**src/rtl/prio_arbiter8_if.sv**
```systemverilog
`default_nettype none
// +-----------------------------------------------------------------------+
// | Module   : prio_arbiter8_if                                           |
// | Purpose  : Request/grant bundle between the masters and the 8-way     |
// |            arbiter.                                                   |
// |   en        : arbiter enable (master -> arbiter)                      |
// |   mode      : 0 fixed priority, 1 round robin (master -> arbiter)     |
// |   req[7:0]  : request lines, bit i = master i (master -> arbiter)     |
// |   gnt[7:0]  : one-hot grant (arbiter -> master)                       |
// |   gnt_idx   : index of granted master (arbiter -> master)             |
// |   gnt_valid : grant active (arbiter -> master)                        |
// |   timeout   : one-cycle pulse after a forced release                  |
// |   invalid   : combinational (req == 0) & en                           |
// | Revision : 1.0 - initial release                                      |
// +-----------------------------------------------------------------------+
interface prio_arbiter8_if;
  logic       en;
  logic       mode;
  logic [7:0] req;
  logic [7:0] gnt;
  logic [2:0] gnt_idx;
  logic       gnt_valid;
  logic       timeout;
  logic       invalid;

  modport master (
    output en, mode, req,
    input  gnt, gnt_idx, gnt_valid, timeout, invalid
  );

  modport slave (
    input  en, mode, req,
    output gnt, gnt_idx, gnt_valid, timeout, invalid
  );
endinterface
`default_nettype wire

```
**src/rtl/prio_arbiter8.sv**
```systemverilog
`default_nettype none
// +-----------------------------------------------------------------------+
// | Module   : prio_arbiter8                                              |
// | Purpose  : 8-requester bus arbiter, fixed-priority or round-robin,    |
// |            with grant hold and forced release after MAX_HOLD cycles.  |
// | Ports    : clk  - system clock (rising edge)                          |
// |            rst  - synchronous active-high reset                       |
// |            bus  - prio_arbiter8_if.slave (en, mode, req in;           |
// |                   gnt, gnt_idx, gnt_valid, timeout, invalid out)      |
// | Params   : MAX_HOLD - max consecutive grant cycles (1..255)           |
// |            CNT_W    - hold counter width, 2**CNT_W > MAX_HOLD         |
// | Revision : 1.0 - initial release                                      |
// +-----------------------------------------------------------------------+
module prio_arbiter8 #(
  parameter int MAX_HOLD = 16,
  parameter int CNT_W    = 8
) (
  input  logic             clk,
  input  logic             rst,
  prio_arbiter8_if.slave   bus
);

  typedef enum logic [0:0] {
    IDLE = 1'b0,
    BUSY = 1'b1
  } state_t;

  localparam logic [CNT_W-1:0] HOLD_LAST = CNT_W'(MAX_HOLD - 1);

  state_t           state_q,     state_d;
  logic [7:0]       gnt_q,       gnt_d;
  logic [2:0]       gnt_idx_q,   gnt_idx_d;
  logic             gnt_valid_q, gnt_valid_d;
  logic             timeout_q,   timeout_d;
  logic [2:0]       last_q,      last_d;
  logic [CNT_W-1:0] cnt_q,       cnt_d;

  logic [2:0] fixed_win;
  logic [2:0] rr_win;
  logic [2:0] rr_cand;
  logic       rr_found;
  logic [2:0] winner;
  logic       owner_req;
  logic       hold_expired;

  // Winner selection. Fixed priority: later (higher) set bits override.
  // Round robin: scan last-1, last-2, ..., last (mod 8); k=8 wraps to last.
  always_comb begin
    fixed_win = 3'd0;
    for (int i = 0; i < 8; i++) begin
      if (bus.req[i]) fixed_win = 3'(i);
    end

    rr_win   = 3'd0;
    rr_found = 1'b0;
    rr_cand  = 3'd0;
    for (int k = 1; k <= 8; k++) begin
      rr_cand = last_q - 3'(k);
      if (!rr_found && bus.req[rr_cand]) begin
        rr_win   = rr_cand;
        rr_found = 1'b1;
      end
    end

    winner = bus.mode ? rr_win : fixed_win;
  end

  assign owner_req    = bus.req[gnt_idx_q];
  assign hold_expired = (cnt_q == HOLD_LAST);

  always_comb begin
    state_d     = state_q;
    gnt_d       = gnt_q;
    gnt_idx_d   = gnt_idx_q;
    gnt_valid_d = gnt_valid_q;
    timeout_d   = 1'b0;
    last_d      = last_q;
    cnt_d       = cnt_q;

    case (state_q)
      IDLE: begin
        if (bus.en && (bus.req != 8'd0)) begin
          state_d     = BUSY;
          gnt_d       = 8'b0000_0001 << winner;
          gnt_idx_d   = winner;
          gnt_valid_d = 1'b1;
          last_d      = winner;
          cnt_d       = '0;
        end
      end
      BUSY: begin
        cnt_d = cnt_q + CNT_W'(1);
        // Returning to IDLE (rather than re-arbitrating here) gives the
        // mandatory one-cycle bus turnaround after every release.
        if (!owner_req || !bus.en || hold_expired) begin
          state_d     = IDLE;
          gnt_d       = 8'd0;
          gnt_idx_d   = 3'd0;
          gnt_valid_d = 1'b0;
          // Only a pure hold-limit release counts as a timeout.
          timeout_d   = owner_req && bus.en && hold_expired;
        end
      end
      default: begin
        state_d     = IDLE;
        gnt_d       = 8'd0;
        gnt_idx_d   = 3'd0;
        gnt_valid_d = 1'b0;
      end
    endcase
  end

  always_ff @(posedge clk) begin
    if (rst) begin
      state_q     <= IDLE;
      gnt_q       <= 8'd0;
      gnt_idx_q   <= 3'd0;
      gnt_valid_q <= 1'b0;
      timeout_q   <= 1'b0;
      last_q      <= 3'd0;
      cnt_q       <= '0;
    end else begin
      state_q     <= state_d;
      gnt_q       <= gnt_d;
      gnt_idx_q   <= gnt_idx_d;
      gnt_valid_q <= gnt_valid_d;
      timeout_q   <= timeout_d;
      last_q      <= last_d;
      cnt_q       <= cnt_d;
    end
  end

  assign bus.gnt       = gnt_q;
  assign bus.gnt_idx   = gnt_idx_q;
  assign bus.gnt_valid = gnt_valid_q;
  assign bus.timeout   = timeout_q;
  assign bus.invalid   = (bus.req == 8'd0) & bus.en;

endmodule
`default_nettype wire

```
**src/flat_wrapper.sv**
```systemverilog
// flat-port wrapper written by rule: the top's interface ports become plain ports
module prio_arbiter8_flat 
#(
  parameter int MAX_HOLD = 16,
  parameter int CNT_W    = 8
)
  (clk, rst, bus_en, bus_mode, bus_req, bus_gnt, bus_gnt_idx, bus_gnt_valid, bus_timeout, bus_invalid);
  prio_arbiter8_if bus_i ();
  input  logic clk;
  input  logic rst;
  input wire logic [$bits(bus_i.en)-1:0] bus_en;
  input wire logic [$bits(bus_i.mode)-1:0] bus_mode;
  input wire logic [$bits(bus_i.req)-1:0] bus_req;
  output wire logic [$bits(bus_i.gnt)-1:0] bus_gnt;
  output wire logic [$bits(bus_i.gnt_idx)-1:0] bus_gnt_idx;
  output wire logic [$bits(bus_i.gnt_valid)-1:0] bus_gnt_valid;
  output wire logic [$bits(bus_i.timeout)-1:0] bus_timeout;
  output wire logic [$bits(bus_i.invalid)-1:0] bus_invalid;
  assign bus_i.en = bus_en;
  assign bus_i.mode = bus_mode;
  assign bus_i.req = bus_req;
  assign bus_gnt = bus_i.gnt;
  assign bus_gnt_idx = bus_i.gnt_idx;
  assign bus_gnt_valid = bus_i.gnt_valid;
  assign bus_timeout = bus_i.timeout;
  assign bus_invalid = bus_i.invalid;
  prio_arbiter8 #(.MAX_HOLD(MAX_HOLD), .CNT_W(CNT_W)) u_core (.clk(clk), .rst(rst), .bus(bus_i));
endmodule
```
**config.mk**
```make
export PLATFORM = sky130hd
export DESIGN_NAME = prio_arbiter8_flat
export DESIGN_NICKNAME = d
export VERILOG_FILES = /design/src/rtl/prio_arbiter8_if.sv /design/src/rtl/prio_arbiter8.sv /design/src/flat_wrapper.sv
export SDC_FILE = /design/constraint.sdc
export NUM_CORES = 1
export LEC_CHECK = 0
export ABC_AREA = 1
export CAP_MARGIN = 20
export CORE_ASPECT_RATIO = 1.2
export CORE_MARGIN = 4
export CORE_UTILIZATION = 40
export DETAILED_ROUTE_END_ITERATION = 10
export GPL_ROUTABILITY_DRIVEN = 0
export SLEW_MARGIN = 25
export SYNTH_ARGS = -nofsm -noshare
export SYNTH_HDL_FRONTEND = slang
export SYNTH_SLANG_ARGS = --single-unit
```
**constraint.sdc**
```tcl
create_clock -name clk -period 8.2 [get_ports clk]
set_clock_uncertainty 0.2 [all_clocks]
set_input_delay 0.82 -clock clk [delete_from_list [all_inputs] [get_ports clk]]
set_output_delay 0.82 -clock clk [all_outputs]
set_load 0.005 [all_outputs]
```
## Word level (Yosys, flattened, before mapping)

Index checks and enable logic that the tools add are counted.

- Add/subtract/negate cells: 8
- Order comparisons: 9
- Equal/unequal tests: 3
- Shift operators: 1
- Multiplexer cells: 55
- Bitwise logic cells: 3
- Reduce and logical (&&, ||, !) cells: 26

Operators by type and width:

| kind | number |
|---|---|
| $mux W3 | 17 |
| $lt A3 B4 Y1 const B | 9 |
| $pmux W8 S2 | 2 |
| $bmux W1 S3 | 9 |
| $mux W8 | 3 |
| $mux W1 | 21 |
| $sub A3 B3 Y3 const B | 4 |
| $logic_and A1 B1 Y1 | 10 |
| $logic_not A1 Y1 | 9 |
| $add A8 B1 Y8 const B | 1 |
| $eq A8 B4 Y1 const B | 1 |
| $logic_not A8 Y1 | 1 |
| $reduce_bool A8 Y1 | 1 |
| $shl A1 B3 Y8 const A | 1 |
| $pmux W3 S2 | 1 |
| $sub A3 B2 Y3 const B | 2 |
| $pmux W1 S2 | 2 |
| $reduce_and A2 Y1 | 2 |
| $reduce_or A3 Y1 | 1 |
| $sub A3 B1 Y3 const B | 1 |
| $logic_or A1 B1 Y1 | 2 |
| $ne A2 B1 Y1 const B | 1 |
| $ne A2 B2 Y1 const B | 1 |
| $not A1 Y1 | 2 |
| $and A1 B1 Y1 | 1 |

- Register bits after elaboration: 25
- Bits of input ports: 12
- Output and inout port bits: 14
- Logic and storage cells: 112

## Depth between registers and ports, before layout

- Depth in word-level cells: 29
- Depth in mapped cells: 21
- Gate-level depth less buffers: 20

## Worst setup path before layout

Ideal clock, no wire load.

- Path kind: register to register
- Start point: register u_core.last_q[0]
- End point: register u_core.gnt_q[0], in the netlist u_core.bus.gnt[0]
- Setup time: 0.132 ns
- Arrival time: 2.266 ns
- Required time: 7.868 ns
- Path slack: 5.602 ns
- Stages on the path, launching flop included: 19
- Path buffers: 2
- Clock period less this slack: 2.598 ns
- Cells stage by stage: dfxtp_1 > inv_2 > buf_6 > ha_1 > buf_2 > inv_2 > nand3_1 > nand3_2 > nand2_4 > nor2_8 > nand4_4 > nor2_4 > nand3_1 > nand4_1 > nand2_2 > nand2_2 > nor2_1 > nor2_1 > nor2_1

- Cells in the longest elaborated chain, start to end: 29
- Elaborated cells between the ends (all ways): 56
- Those cells by class: add/sub (7); shift (1); mux (34); reduce/logical (14)

RTL lines:

| item | line | RTL |
|---|---|---|
| start, declared | prio_arbiter8.sv:35 | `logic [2:0] last_q, last_d;` |
| start signal, assigned | prio_arbiter8.sv:128 | `last_q <= last_d;` |
| $sub A3 B1 Y3 | prio_arbiter8.sv:58 | `rr_cand = last_q - 3'(k);` |
| $bmux W1 S3 | prio_arbiter8.sv:59 | `if (!rr_found && bus.req[rr_cand]) begin` |
| $mux W1 (not written as such) | prio_arbiter8.sv:59 |  |
| $mux W1 | prio_arbiter8.sv:59 |  |
| $logic_not A1 Y1 | prio_arbiter8.sv:59 |  |
| $logic_and A1 B1 Y1 | prio_arbiter8.sv:59 |  |
| $mux W1 | prio_arbiter8.sv:59 |  |
| $logic_not A1 Y1 | prio_arbiter8.sv:59 |  |
| [... 13 more ...] | n/a |  |
| $mux W1 | prio_arbiter8.sv:59 |  |
| $logic_not A1 Y1 | prio_arbiter8.sv:59 |  |
| $logic_and A1 B1 Y1 | prio_arbiter8.sv:59 |  |
| $mux W3 (*) | prio_arbiter8.sv:59 |  |
| $mux W3 (*) | prio_arbiter8.sv:65 | `winner = bus.mode ? rr_win : fixed_win;` |
| $shl A1 B3 Y8 (*) | prio_arbiter8.sv:84 | `gnt_d = 8'b0000_0001 << winner;` |
| $mux W8 (*) | prio_arbiter8.sv:82 | `if (bus.en && (bus.req != 8'd0)) begin` |
| $pmux W8 S2 (*) | prio_arbiter8.sv:80 | `case (state_q)` |
| end signal, assigned | prio_arbiter8.sv:124 | `gnt_q <= gnt_d;` |
| end, declared | prio_arbiter8.sv:31 | `logic [7:0] gnt_q, gnt_d;` |

Mark *: on every way between the ends. The rest lies on a longest branch, timed or not. The select of a mux whose other input is x is not followed.
A chain may end at the register's enable or synchronous reset.

## Worst setup path in the final report

- Start point: input bus_req[7]
- End point: output bus_invalid

- Cells in the longest elaborated chain, start to end: 2

RTL lines:

| item | line | RTL |
|---|---|---|
| start, declared | flat_wrapper.sv:13 | `input wire logic [$bits(bus_i.req)-1:0] bus_req;` |
| $logic_not A8 Y1 | prio_arbiter8.sv:137 | `assign bus.invalid = (bus.req == 8'd0) & bus.en;` |
| $and A1 B1 Y1 | prio_arbiter8.sv:137 |  |
| end, declared | flat_wrapper.sv:18 | `output wire logic [$bits(bus_i.invalid)-1:0] bus_invalid;` |

Every way passes these cells.

==> results.txt <==
* Number of cells on the worst hold path: 2
- Filler Cells Inserted: about 540
- After detailed routing, the average wire length per cell comes to roughly 13 µm.
* Total die area: 6230 µm²
* Final instance area: 2331 µm²
- Syn. warnings: 0
- Measured against its own limit, the worst slew margin works out to 0.4976.
* Category of the worst setup path capture point: output pin
* Arrival time at the worst endpoint: 2730 ps
- In the detailed route, the total length drawn on met2 is approximately 2600 µm.
* Met1 wire length: 2199 µm
- Placed wire-length estimate after detailed placement: 4116 µm
- Vias per std cell: 5.167
* Start point of the worst hold path: u_core.bus.gnt[1]
- The area growth from synthesis to layout is 15.93%.
* Startpoint of the most critical register-to-register path: u_core.last_q[0]
- In this run the post-CTS setup repair buffer count came out at 0.
- Combined area of all synthesized cells: 2011 µm²
* Clock edge transition at the registers on the reported setup and hold paths: about 80 ps
* Hold crit path type: flip-flop to flip-flop
- Largest stage delay on the critical path: 560 ps
- Of all nets on the critical path, the largest fanout is 6.
- Number of diodes added for antenna fixing: 0
- The cell sitting at the root of the clock tree is a sky130_fd_sc_hd__clkbuf_8.
* Pre-antenna DRT Iters: 4
- 26 I/O pins were placed.
- Distinct cell type count of the synthesized netlist: 37
* Leakage power summed over all cells: 0.9803 nW
* Chip Height: 85.67 µm
- The share of synthesized area in the top cell type comes to 0.2489.
- The initial antenna violation count is 0.
- Detailed routing inserted a total of 2077 vias.
* Width of the die: slightly above 70 µm
- After clock tree synthesis, the repair step resized 0 gates.
* Area leader, netlist: sky130_fd_sc_hd__dfxtp_1
- Counting both buffers and inverters, the worst setup path holds a total of 3.
- Fmax: 266.7 MHz
- The number of failing hold endpoints at the final stage is 0.
* CTS tree: built
* Cell with the most instances after synthesis: sky130_fd_sc_hd__nand2_1
* Core box area: 4905 µm²
* Setup violation total in the final timing report: 0
- Sorting the synthesized cells by area gives the leading types as sky130_fd_sc_hd__dfxtp_1 (25%), sky130_fd_sc_hd__nand2_1 (15%), sky130_fd_sc_hd__nor2_1 (8.6%), sky130_fd_sc_hd__nand3_1 (7.0%), sky130_fd_sc_hd__inv_1 (5.6%).
- Counting I/O delays and the setup requirement, the final critical path takes 3750 ps.
- Cells traversed along the worst timing path: clkdlybuf4s50_1, nor2_1, nand2_1, nor4_1, inv_1, nor2_1, clkdlybuf4s50_1
- In the final layout, the share of cells above drive strength 1 is 0.1345.
- Antenna Violating Nets Remaining: 0
- Highest-delay cell along the critical path: sky130_fd_sc_hd__clkdlybuf4s50_1
- Commonest register cell after synthesis: sky130_fd_sc_hd__dfxtp_1
- Placed cell areas: 2286 µm²
- Top delay family on crit path: buffers and inverters
- The clock reaches the later pin of the worst-skew pair after 260 ps.
- Synthesis produced 320 cells.
- For this configuration, the core starts out at a cell density of 0.4099.
- The floorplan has 28 rows.
- Synthesized Nets: 335
* Number of enable flip-flop cells after synthesis: 0
* Sequential share of the synthesized area: 0.2489
- The first global-routing pass estimated slightly above 9000 µm of wire.
* Port-buffer cells: 25
* Max-capacitance violation count: 0
- Number of cell instances on the worst register-to-register path: 15
- Across every metal layer, demand over resource in global routing totals 0.1794.
- The via count of the first global-routing pass was 2114.
- Synth Register Bits: 25
- Hold repair after CTS inserted 0 buffers.
- Sum of negative setup slack: 0 ps
- The number of clock buffers added by TritonCTS is 3.
* Wirelength, routed: 5100 µm
- The run finished with clean final reports.
- By startpoint and endpoint, the worst setup path is classified as primary input to output pin.
- Met3 routed wirelength: ~150 µm
- Of all flip-flops after synthesis, the portion carrying an async set or reset was 0.
- In the finished design, the share of the clock period the worst path needs comes to 0.4573.
- Post-Synthesis Mean Instance Area: 6.283 µm²
- Entering global routing, the biggest net connects 19 pins.
* Minimum setup slack among reg-to-reg paths: approximately 4800 ps
* Worst Max-Slew Pin Slew: 751.2 ps
- Setup repair after global routing left no endpoint under its margin.
- After synthesis, the most frequently instantiated cells are sky130_fd_sc_hd__nand2_1 (83), sky130_fd_sc_hd__nor2_1 (46), sky130_fd_sc_hd__inv_1 (30), sky130_fd_sc_hd__nand3_1 (28), sky130_fd_sc_hd__dfxtp_1 (25).
- IR analysis of the VDD net gives a maximum drop of ~0.12 mV.
* Terminus of the critical flop-to-flop path: u_core.bus.gnt[0]
- After detailed routing, the number of remaining DRC violations is 0.
- Worst-case clock buffer depth: 2
* Crit path launch type: primary input
- Iteration-0 DRC Markers: 75
- After global routing the overflow that remains totals 0.
- Endpoint of the worst hold-timing path: u_core.bus.gnt[1]
* Number of clock sinks seen by CTS: 25
- The number of max-slew violations in the final report was 0.
- Final Net Count: 358
- In this run the number of H-tree levels came out at 1.
- The highest metal layer carrying signal wires in the routed design is met4.
- Power spread over the standard cell area amounts to 205.8 nW/µm².
* Data required, critical path: between 7000 and 8000 ps
worst min-delay path, stage by stage (launching register included):
cell and delay (ps):
sky130_fd_sc_hd__dfxtp_1 320, sky130_fd_sc_hd__nand2_1 60, sky130_fd_sc_hd__a21oi_1 60
cells in the final DEF, fill, tap and decap left out, types with 2 or more instances in the layout:
cell type,count
sky130_fd_sc_hd__nand2_1,83
sky130_fd_sc_hd__nor2_1,46
sky130_fd_sc_hd__inv_1,30
sky130_fd_sc_hd__nand3_1,28
sky130_fd_sc_hd__clkdlybuf4s50_1,25
sky130_fd_sc_hd__dfxtp_1,25
sky130_fd_sc_hd__a21oi_1,11
sky130_fd_sc_hd__nand2_2,10
sky130_fd_sc_hd__nand3_2,9
sky130_fd_sc_hd__o21ai_0,9
sky130_fd_sc_hd__nand4_1,8
sky130_fd_sc_hd__inv_2,7
sky130_fd_sc_hd__nor3_1,6
sky130_fd_sc_hd__o21ai_1,5
sky130_fd_sc_hd__nor2_2,4
sky130_fd_sc_hd__a21oi_2,4
sky130_fd_sc_hd__a211oi_1,3
sky130_fd_sc_hd__ha_1,3
sky130_fd_sc_hd__clkbuf_8,3
sky130_fd_sc_hd__nor4_1,2
sky130_fd_sc_hd__clkinv_1,2
sky130_fd_sc_hd__xor2_2,2
sky130_fd_sc_hd__xnor2_1,2
sky130_fd_sc_hd__nand2_4,2
sky130_fd_sc_hd__o31ai_1,2
logic make-up after synthesis:
kind of cell / count (synthesis) / synth area share
AND/OR/NAND/NOR: 201 / 0.4823
AO/OA/AOI/OAI: 41 / 0.1276
buffers and inverters: 46 / 0.09770
XOR/XNOR: 4 / 0.02489
flip-flops: 25 / 0.2489
adder cells (fa/ha/maj): 3 / 0.01867
final cells by class:
cell class | count | area, µm² | share of cell area
Multi-Input combinational cell | 249 | 1314 | 0.5636
Sequential cell | 25 | 500.5 | 0.2147
Clock buffer | 4 | 45.04 | 0.01932
Tap cell | 60 | 75.07 | 0.03221
Timing Repair Buffer | 25 | 250.2 | 0.1074
Inverter | 39 | 146.4 | 0.06280
worst max path at each step:
stage          slack, ps           endpoint  depth (start not counted)        startpoint
2_1_floorplan       5600  u_core.bus.gnt[0]                         18  u_core.last_q[0]
3_3_place_gp        4460        bus_invalid                          7        bus_req[7]
3_5_place_dp        4450        bus_invalid                          7        bus_req[7]
4_1_cts             4430        bus_invalid                          7        bus_req[7]
5_1_grt             4330        bus_invalid                          7        bus_req[7]
6_report            4450        bus_invalid                          7        bus_req[7]
per-layer routing:
layer,global-route usage,vias up
met1,0.2192,946
met5,0,-
met4,0.06879,0
met2,0.3177,36
li1,-,1084
met3,0.01876,11
power by group:
group	switching, mW	internal, mW	leakage (nW)	total [mW]
logic	0.172	0.0898	0.754	0.262
clock network	0.0378	0.0347	0.0228	0.0725
registers	0.0148	0.131	0.204	0.146
metrics by stage:
step / power, mW / hold slack [ps] / setup slack (ps) / cells / utilization
6_report: 0.4798 / 273.6 / 4450 / 402 / 0.4753
3_5_place_dp: 0.4107 / 266.4 / 4447 / 398 / 0.4661
3_3_place_gp: 0.4109 / 260.0 / 4458 / 398 / 0.4661
5_1_grt: 0.5279 / 299.3 / 4325 / 402 / 0.4753
4_1_cts: 0.4840 / 280.8 / 4432 / 402 / 0.4753
2_1_floorplan: 0.3505 / 252.4 / 5602 / 320 / -
sequential cells by signal, indices dropped and copies added (netlist names):
name / cells
u_core.bus.timeout: 1
u_core.last_q: 3
u_core.state_q: 1
u_core.bus.gnt_valid: 1
u_core.cnt_q: 8
u_core.bus.gnt: 8
u_core.bus.gnt_idx: 3
No activity file was read; power rests on OpenSTA's default activity.
